`config.mk`:
```
export PLATFORM = sky130hd
export DESIGN_NAME = secuenciador_bus_rtc
export DESIGN_NICKNAME = d
export VERILOG_FILES = /design/src/rtl/secuenciador_bus_rtc.sv
export SDC_FILE = /design/constraint.sdc
export NUM_CORES = 1
export LEC_CHECK = 0
export BUFFER_PORTS_ARGS = -buffer_cell sky130_fd_sc_hd__buf_2
export CAP_MARGIN = 20
export CORE_ASPECT_RATIO = 0.8
export CORE_MARGIN = 4
export CORE_UTILIZATION = 35
export DETAILED_ROUTE_END_ITERATION = 6
export GPL_TIMING_DRIVEN = 0
export PLACE_DENSITY = 0.55
export SYNTH_ARGS = -nofsm -noshare
export SYNTH_HDL_FRONTEND = slang
export SYNTH_SLANG_ARGS = --single-unit
export TNS_END_PERCENT = 5
```
`constraint.sdc`:
```
create_clock -name clk -period 2.4 [get_ports clk]
set_input_delay 0.48 -clock clk [delete_from_list [all_inputs] [get_ports clk]]
set_output_delay 0.48 -clock clk [all_outputs]
set_load 0.01 [all_outputs]
```
`src/rtl/secuenciador_bus_rtc.sv`:
```
// Sequencer for one RTC bus cycle (write or read) on the multiplexed AD bus.
// Optional macro BUS_RTC_ERROR_OCUPADO_EN adds the error_ocupado output.
module secuenciador_bus_rtc #(
   parameter int T_ALE   = 2,
   parameter int T_HOLD  = 1,
   parameter int T_PULSO = 4,
   parameter int T_REC   = 2
) (
   input  logic       clk,
   input  logic       rst_n,
   input  logic       inicio,
   input  logic       escritura,
   input  logic [7:0] direccion_in,
   input  logic [7:0] dato_in,
   input  logic [7:0] bus_in,
   output logic [7:0] direccion,
   output logic [7:0] dato,
   output logic       seleccion,
   output logic       ad_oe,
   output logic       cs_n,
   output logic       ale,
   output logic       wr_n,
   output logic       rd_n,
   output logic [7:0] dato_leido,
   output logic       ocupado,
`ifdef BUS_RTC_ERROR_OCUPADO_EN
   output logic       error_ocupado,
`endif
   output logic       listo,
   output logic [2:0] estado_dbg
);

   // Phase lengths, with 0 promoted to 1 so every phase lasts at least a cycle.
   localparam logic [7:0] L_ALE   = (T_ALE   < 1) ? 8'd1 : 8'(T_ALE);
   localparam logic [7:0] L_HOLD  = (T_HOLD  < 1) ? 8'd1 : 8'(T_HOLD);
   localparam logic [7:0] L_PULSO = (T_PULSO < 1) ? 8'd1 : 8'(T_PULSO);
   localparam logic [7:0] L_REC   = (T_REC   < 1) ? 8'd1 : 8'(T_REC);

   typedef enum logic [2:0] {IDLE, DIR, RET, ESC, LEE, REC} estado_t;

   estado_t    estado_q, estado_d;
   logic [7:0] cnt_q, cnt_d;
   logic       esc_q, esc_d;
   logic [7:0] direccion_q, direccion_d;
   logic [7:0] dato_q, dato_d;
   logic [7:0] leido_q, leido_d;
   logic       listo_q, listo_d;
   logic       ocupado_q, ocupado_d;
   logic       cs_n_q, cs_n_d;
   logic       ale_q, ale_d;
   logic       wr_n_q, wr_n_d;
   logic       rd_n_q, rd_n_d;
   logic       ad_oe_q, ad_oe_d;
   logic       sel_q, sel_d;
`ifdef BUS_RTC_ERROR_OCUPADO_EN
   logic       err_q, err_d;
`endif

   always_comb begin
      estado_d    = estado_q;
      cnt_d       = cnt_q;
      esc_d       = esc_q;
      direccion_d = direccion_q;
      dato_d      = dato_q;
      leido_d     = leido_q;
      listo_d     = 1'b0;
      // cnt_q holds the cycles left in the current phase after this one.
      case (estado_q)
         IDLE: if (inicio) begin
            estado_d    = DIR;
            cnt_d       = L_ALE - 8'd1;
            esc_d       = escritura;
            direccion_d = direccion_in;
            dato_d      = dato_in;
         end
         DIR: if (cnt_q == 8'd0) begin
            estado_d = RET;
            cnt_d    = L_HOLD - 8'd1;
         end else cnt_d = cnt_q - 8'd1;
         RET: if (cnt_q == 8'd0) begin
            estado_d = esc_q ? ESC : LEE;
            cnt_d    = L_PULSO - 8'd1;
         end else cnt_d = cnt_q - 8'd1;
         ESC: if (cnt_q == 8'd0) begin
            estado_d = REC;
            cnt_d    = L_REC - 8'd1;
         end else cnt_d = cnt_q - 8'd1;
         LEE: if (cnt_q == 8'd0) begin
            estado_d = REC;
            cnt_d    = L_REC - 8'd1;
            leido_d  = bus_in;
         end else cnt_d = cnt_q - 8'd1;
         REC: if (cnt_q == 8'd0) begin
            estado_d = IDLE;
            cnt_d    = 8'd0;
            listo_d  = 1'b1;
         end else cnt_d = cnt_q - 8'd1;
         default: begin
            estado_d = IDLE;
            cnt_d    = 8'd0;
         end
      endcase

      // Strobes are decoded from the next state so they register alongside it.
      cs_n_d    = 1'b1;
      ale_d     = 1'b0;
      wr_n_d    = 1'b1;
      rd_n_d    = 1'b1;
      ad_oe_d   = 1'b0;
      sel_d     = 1'b0;
      ocupado_d = (estado_d != IDLE);
      case (estado_d)
         DIR: begin cs_n_d = 1'b0; ale_d = 1'b1; ad_oe_d = 1'b1; end
         RET: begin cs_n_d = 1'b0; ad_oe_d = 1'b1; end
         ESC: begin cs_n_d = 1'b0; wr_n_d = 1'b0; ad_oe_d = 1'b1; sel_d = 1'b1; end
         LEE: begin cs_n_d = 1'b0; rd_n_d = 1'b0; end
         default: ;
      endcase
`ifdef BUS_RTC_ERROR_OCUPADO_EN
      err_d = inicio & ocupado_q;
`endif
   end

   always_ff @(posedge clk) begin
      if (!rst_n) begin
         estado_q    <= IDLE;
         cnt_q       <= 8'd0;
         esc_q       <= 1'b0;
         direccion_q <= 8'd0;
         dato_q      <= 8'd0;
         leido_q     <= 8'd0;
         listo_q     <= 1'b0;
         ocupado_q   <= 1'b0;
         cs_n_q      <= 1'b1;
         ale_q       <= 1'b0;
         wr_n_q      <= 1'b1;
         rd_n_q      <= 1'b1;
         ad_oe_q     <= 1'b0;
         sel_q       <= 1'b0;
`ifdef BUS_RTC_ERROR_OCUPADO_EN
         err_q       <= 1'b0;
`endif
      end else begin
         estado_q    <= estado_d;
         cnt_q       <= cnt_d;
         esc_q       <= esc_d;
         direccion_q <= direccion_d;
         dato_q      <= dato_d;
         leido_q     <= leido_d;
         listo_q     <= listo_d;
         ocupado_q   <= ocupado_d;
         cs_n_q      <= cs_n_d;
         ale_q       <= ale_d;
         wr_n_q      <= wr_n_d;
         rd_n_q      <= rd_n_d;
         ad_oe_q     <= ad_oe_d;
         sel_q       <= sel_d;
`ifdef BUS_RTC_ERROR_OCUPADO_EN
         err_q       <= err_d;
`endif
      end
   end

   assign direccion  = direccion_q;
   assign dato       = dato_q;
   assign seleccion  = sel_q;
   assign ad_oe      = ad_oe_q;
   assign cs_n       = cs_n_q;
   assign ale        = ale_q;
   assign wr_n       = wr_n_q;
   assign rd_n       = rd_n_q;
   assign dato_leido = leido_q;
   assign ocupado    = ocupado_q;
   assign listo      = listo_q;
   assign estado_dbg = estado_q;
`ifdef BUS_RTC_ERROR_OCUPADO_EN
   assign error_ocupado = err_q;
`endif

endmodule

```
==> impl_results.md <==
* Netlist Area Pre-Place at around 0.0018 sq mm
* Post_cts resized at 0
* CTS Sinks at 44
* DRT iter0 DRCs at 73
* R2r startpoint: cnt_q[0]$_SDFFE_PN0P_
* Register bit count reported by yosys at 44
* Ys async rst share at 0
* Die area at 0.00639 sq mm
* Syn nets at ~240
* Util after Layout at 0.461
* Final Max Slew Viols at 0
* Ant diodes at 0
* CP arrival at 2.13 ns
* Via density at 4.67
* RD Place Congestion at 0.786
* EDFF count, synth at 0
* Cells after synthesis at 207
* Longest Clk Path Bufs at 2
* Hold path start: dato_in[7]
* Core area at 0.00501 sq mm
* Synth top area cells: dfxtp_1, nand2_1, a21oi_1, mux2i_1, nor2_1
* Vias in the first global route at 1501
* Post-layout min period at 1.96 ns
* Leakage power at between 0.001 and 0.0015 uW
* Cts bufs inserted at 5
* R2R depth at 7
* F_max at 511 MHz
* Maximum vdd ir drop at between 0.6 and 0.7 mV
* Final Hold Viols at 0
* WL per Instance at 12.3 um
* Clock tree from TritonCTS: built
* Crit Path Category: reg -> reg
* CTS Hold Bufs at 0
* Routed WL at 4180 um
* All-Layer GR Usage at 0.135
* Distinct cells, synth at 40
* First-pass GRT wire length at 6780 um
* Outcome: completed
* Setup tns final at 0 ns
* CP startpoint: cnt_q[0]$_SDFFE_PN0P_
* Synthesis-to-layout area growth at 27.7%
* Post-CTS setup buffers at 0
* Share of the synthesized area in the top cell type at 0.487
* Endpoint class of the critical path: register
* Sequential fraction of the synthesis area at 0.487
* Startpoint types: register
* Ports at 63
* Worst r2r dst: ocupado$_SDFF_PN0_
* Die Width at 88.4 um
* Max_cap viols at 0
* Hold path cells at 3
* Drt drc at 0
* Ys flop type: dfxtp_1
* Syn avg cell area at 8.74 sq um
* RSZ-0062 raised after global routing: no
* P per Cell Area at 1200 mW/mm^2
* H-tree levels at 2
* GRT overflow at 0
* DRT Pass-1 Iters at 4
* # rows at 23
* Nets at 306
* Ys Warns at 0
* CP Max Fanout at 7
* Dpl hpwl at 3100 um
* Worst Hold End: dato[7]$_SDFFE_PN0P_
* Clk_skew at 0.00206 ns
* Clock root cell: clkbuf_8
* Port Buf Inserts at 62
* Worst Path Required at 2.57 ns
* Setup violators final at 0
* Largest net degree at the start of global routing at 14
* Die H at 72.3 um
* HP Class: in -> reg
* Share of layout cells above drive strength 1 at 0.310
* Antenna violations before repair at 0
* Worst-Margin Slew at between 0.7 and 0.8 ns
* Period utilization at 0.816
* Clk_lat worst skew at 0.29 ns
* Register-to-register setup slack at between 0.4 and 0.5 ns
* Normalized max-slew margin at 0.504
* Antenna Nets Post-Route at 0
* Clock-pin slew on the worst setup and hold paths at 0.08 ns
* Cell taking the most area after synthesis: dfxtp_1
* Initial Util at 0.361
* Routed via count at ~1600
* Total Power at 2780 uW
cell usage after synthesis, types with 3 or more instances:
cell,n
dfxtp_1,44
clkbuf_1,4
xnor2_1,3
mux2i_1,8
nor3_1,4
nor2_1,21
nand2b_1,5
buf_4,3
nand2_1,43
a21oi_1,24
o21ai_0,3
nor4_1,3
and2_2,3
inv_1,4
worst max-delay path by stage:
stage	end
floorplan	wr_n$_SDFF_PN1_
global placement	wr_n$_SDFF_PN1_
detailed placement	wr_n$_SDFF_PN1_
CTS	wr_n$_SDFF_PN1_
global route	dato_leido[5]$_SDFFE_PN0P_
finish	ocupado$_SDFF_PN0_
per-layer routing:
| metal | part of all wire | track usage | routed length, um | up-vias |
|---|---|---|---|---|
| met5 | 0 | 0 | 0 | - |
| met4 | 0.0096 | 0.0453 | 40 | 0 |
| met3 | 0.077 | 0.0409 | 320 | 5 |
| met2 | 0.41 | 0.193 | 1720 | 44 |
| met1 | 0.50 | 0.193 | 2100 | 701 |
| li1 | - | - | - | 832 |
state kept, by name, summed over array words and instances (netlist names):
register / cells
ale: 1
cnt_q: 8
direccion: 8
listo: 1
ocupado: 1
dato_leido: 8
esc_q: 1
seleccion: 1
cs_n: 1
rd_n: 1
ad_oe: 1
wr_n: 1
dato: 8
estado_dbg: 3
metrics by stage:
stage | setup slack (ns) | hold WS, ns | instance area (sq um) | std cells
after global placement | 0.163 | 0.439 | 2200 | 331
after global routing | 0.243 | 0.411 | 2310 | 339
final | 0.442 | 0.417 | 2310 | 339
after CTS | 0.184 | 0.406 | 2300 | 339
after floorplan | 0.498 | 0.444 | 1810 | 207
after detailed placement | 0.205 | 0.445 | 2200 | 331
logic make-up (layout without fill, tap and decap cells):
logic type / count (synthesis) / after routing / synth area share
flops: 44 / 44 / 0.487
buf+inv: 15 / 85 / 0.0429
compound gates: 37 / 37 / 0.129
xor+xnor: 5 / 5 / 0.0242
mux: 8 / 8 / 0.0443
fa+ha+maj: 2 / 2 / 0.0138
simple gates: 96 / 96 / 0.259
power by group:
| group | internal [uW] | leakage, uW | switching (uW) |
|---|---|---|---|
| Clock | 309 | 0.0000552 | 243 |
| Combinational | 511 | 0.000678 | 716 |
| Sequential | 895 | 0.000360 | 102 |
| Total | 1720 | 0.00109 | 1060 |
critical path, cell delays in order, from the launching register on:
cell	delay, ns
dfxtp_1	0.39
inv_1	0.08
ha_1	0.20
nor3b_2	0.20
and2_2	0.26
a211o_2	0.35
nor3_1	0.29
nor2_1	0.08
layout make-up:
cell class                 instances  area, sq um
inverter                           5         18.8
tap                               62         77.6
fill                             534         2700
clock inverter                     2         35.0
clock buffer                       6         72.6
buffer                            10         58.8
sequential                        44          881
multi-input combinational        148          856
timing repair buffer              62          310
cells in the final DEF (no fill, tap or decap), types with 2 or more instances in the layout:
cell      count
a21oi_1      24
a31oi_1       2
and2_1        2
and2_2        3
buf_2        64
buf_4         3
clkbuf_1      5
clkbuf_8      5
dfxtp_1      44
ha_1          2
inv_1         4
mux2i_1       8
nand2_1      43
nand2b_1      5
nand3b_1      2
nand4_1       2
nor2_1       21
nor2b_1       2
nor3_1        4
nor4_1        3
o21ai_0       3
xnor2_1       3
xor2_1        2
Note: power is estimated with default switching activity, not from simulation.
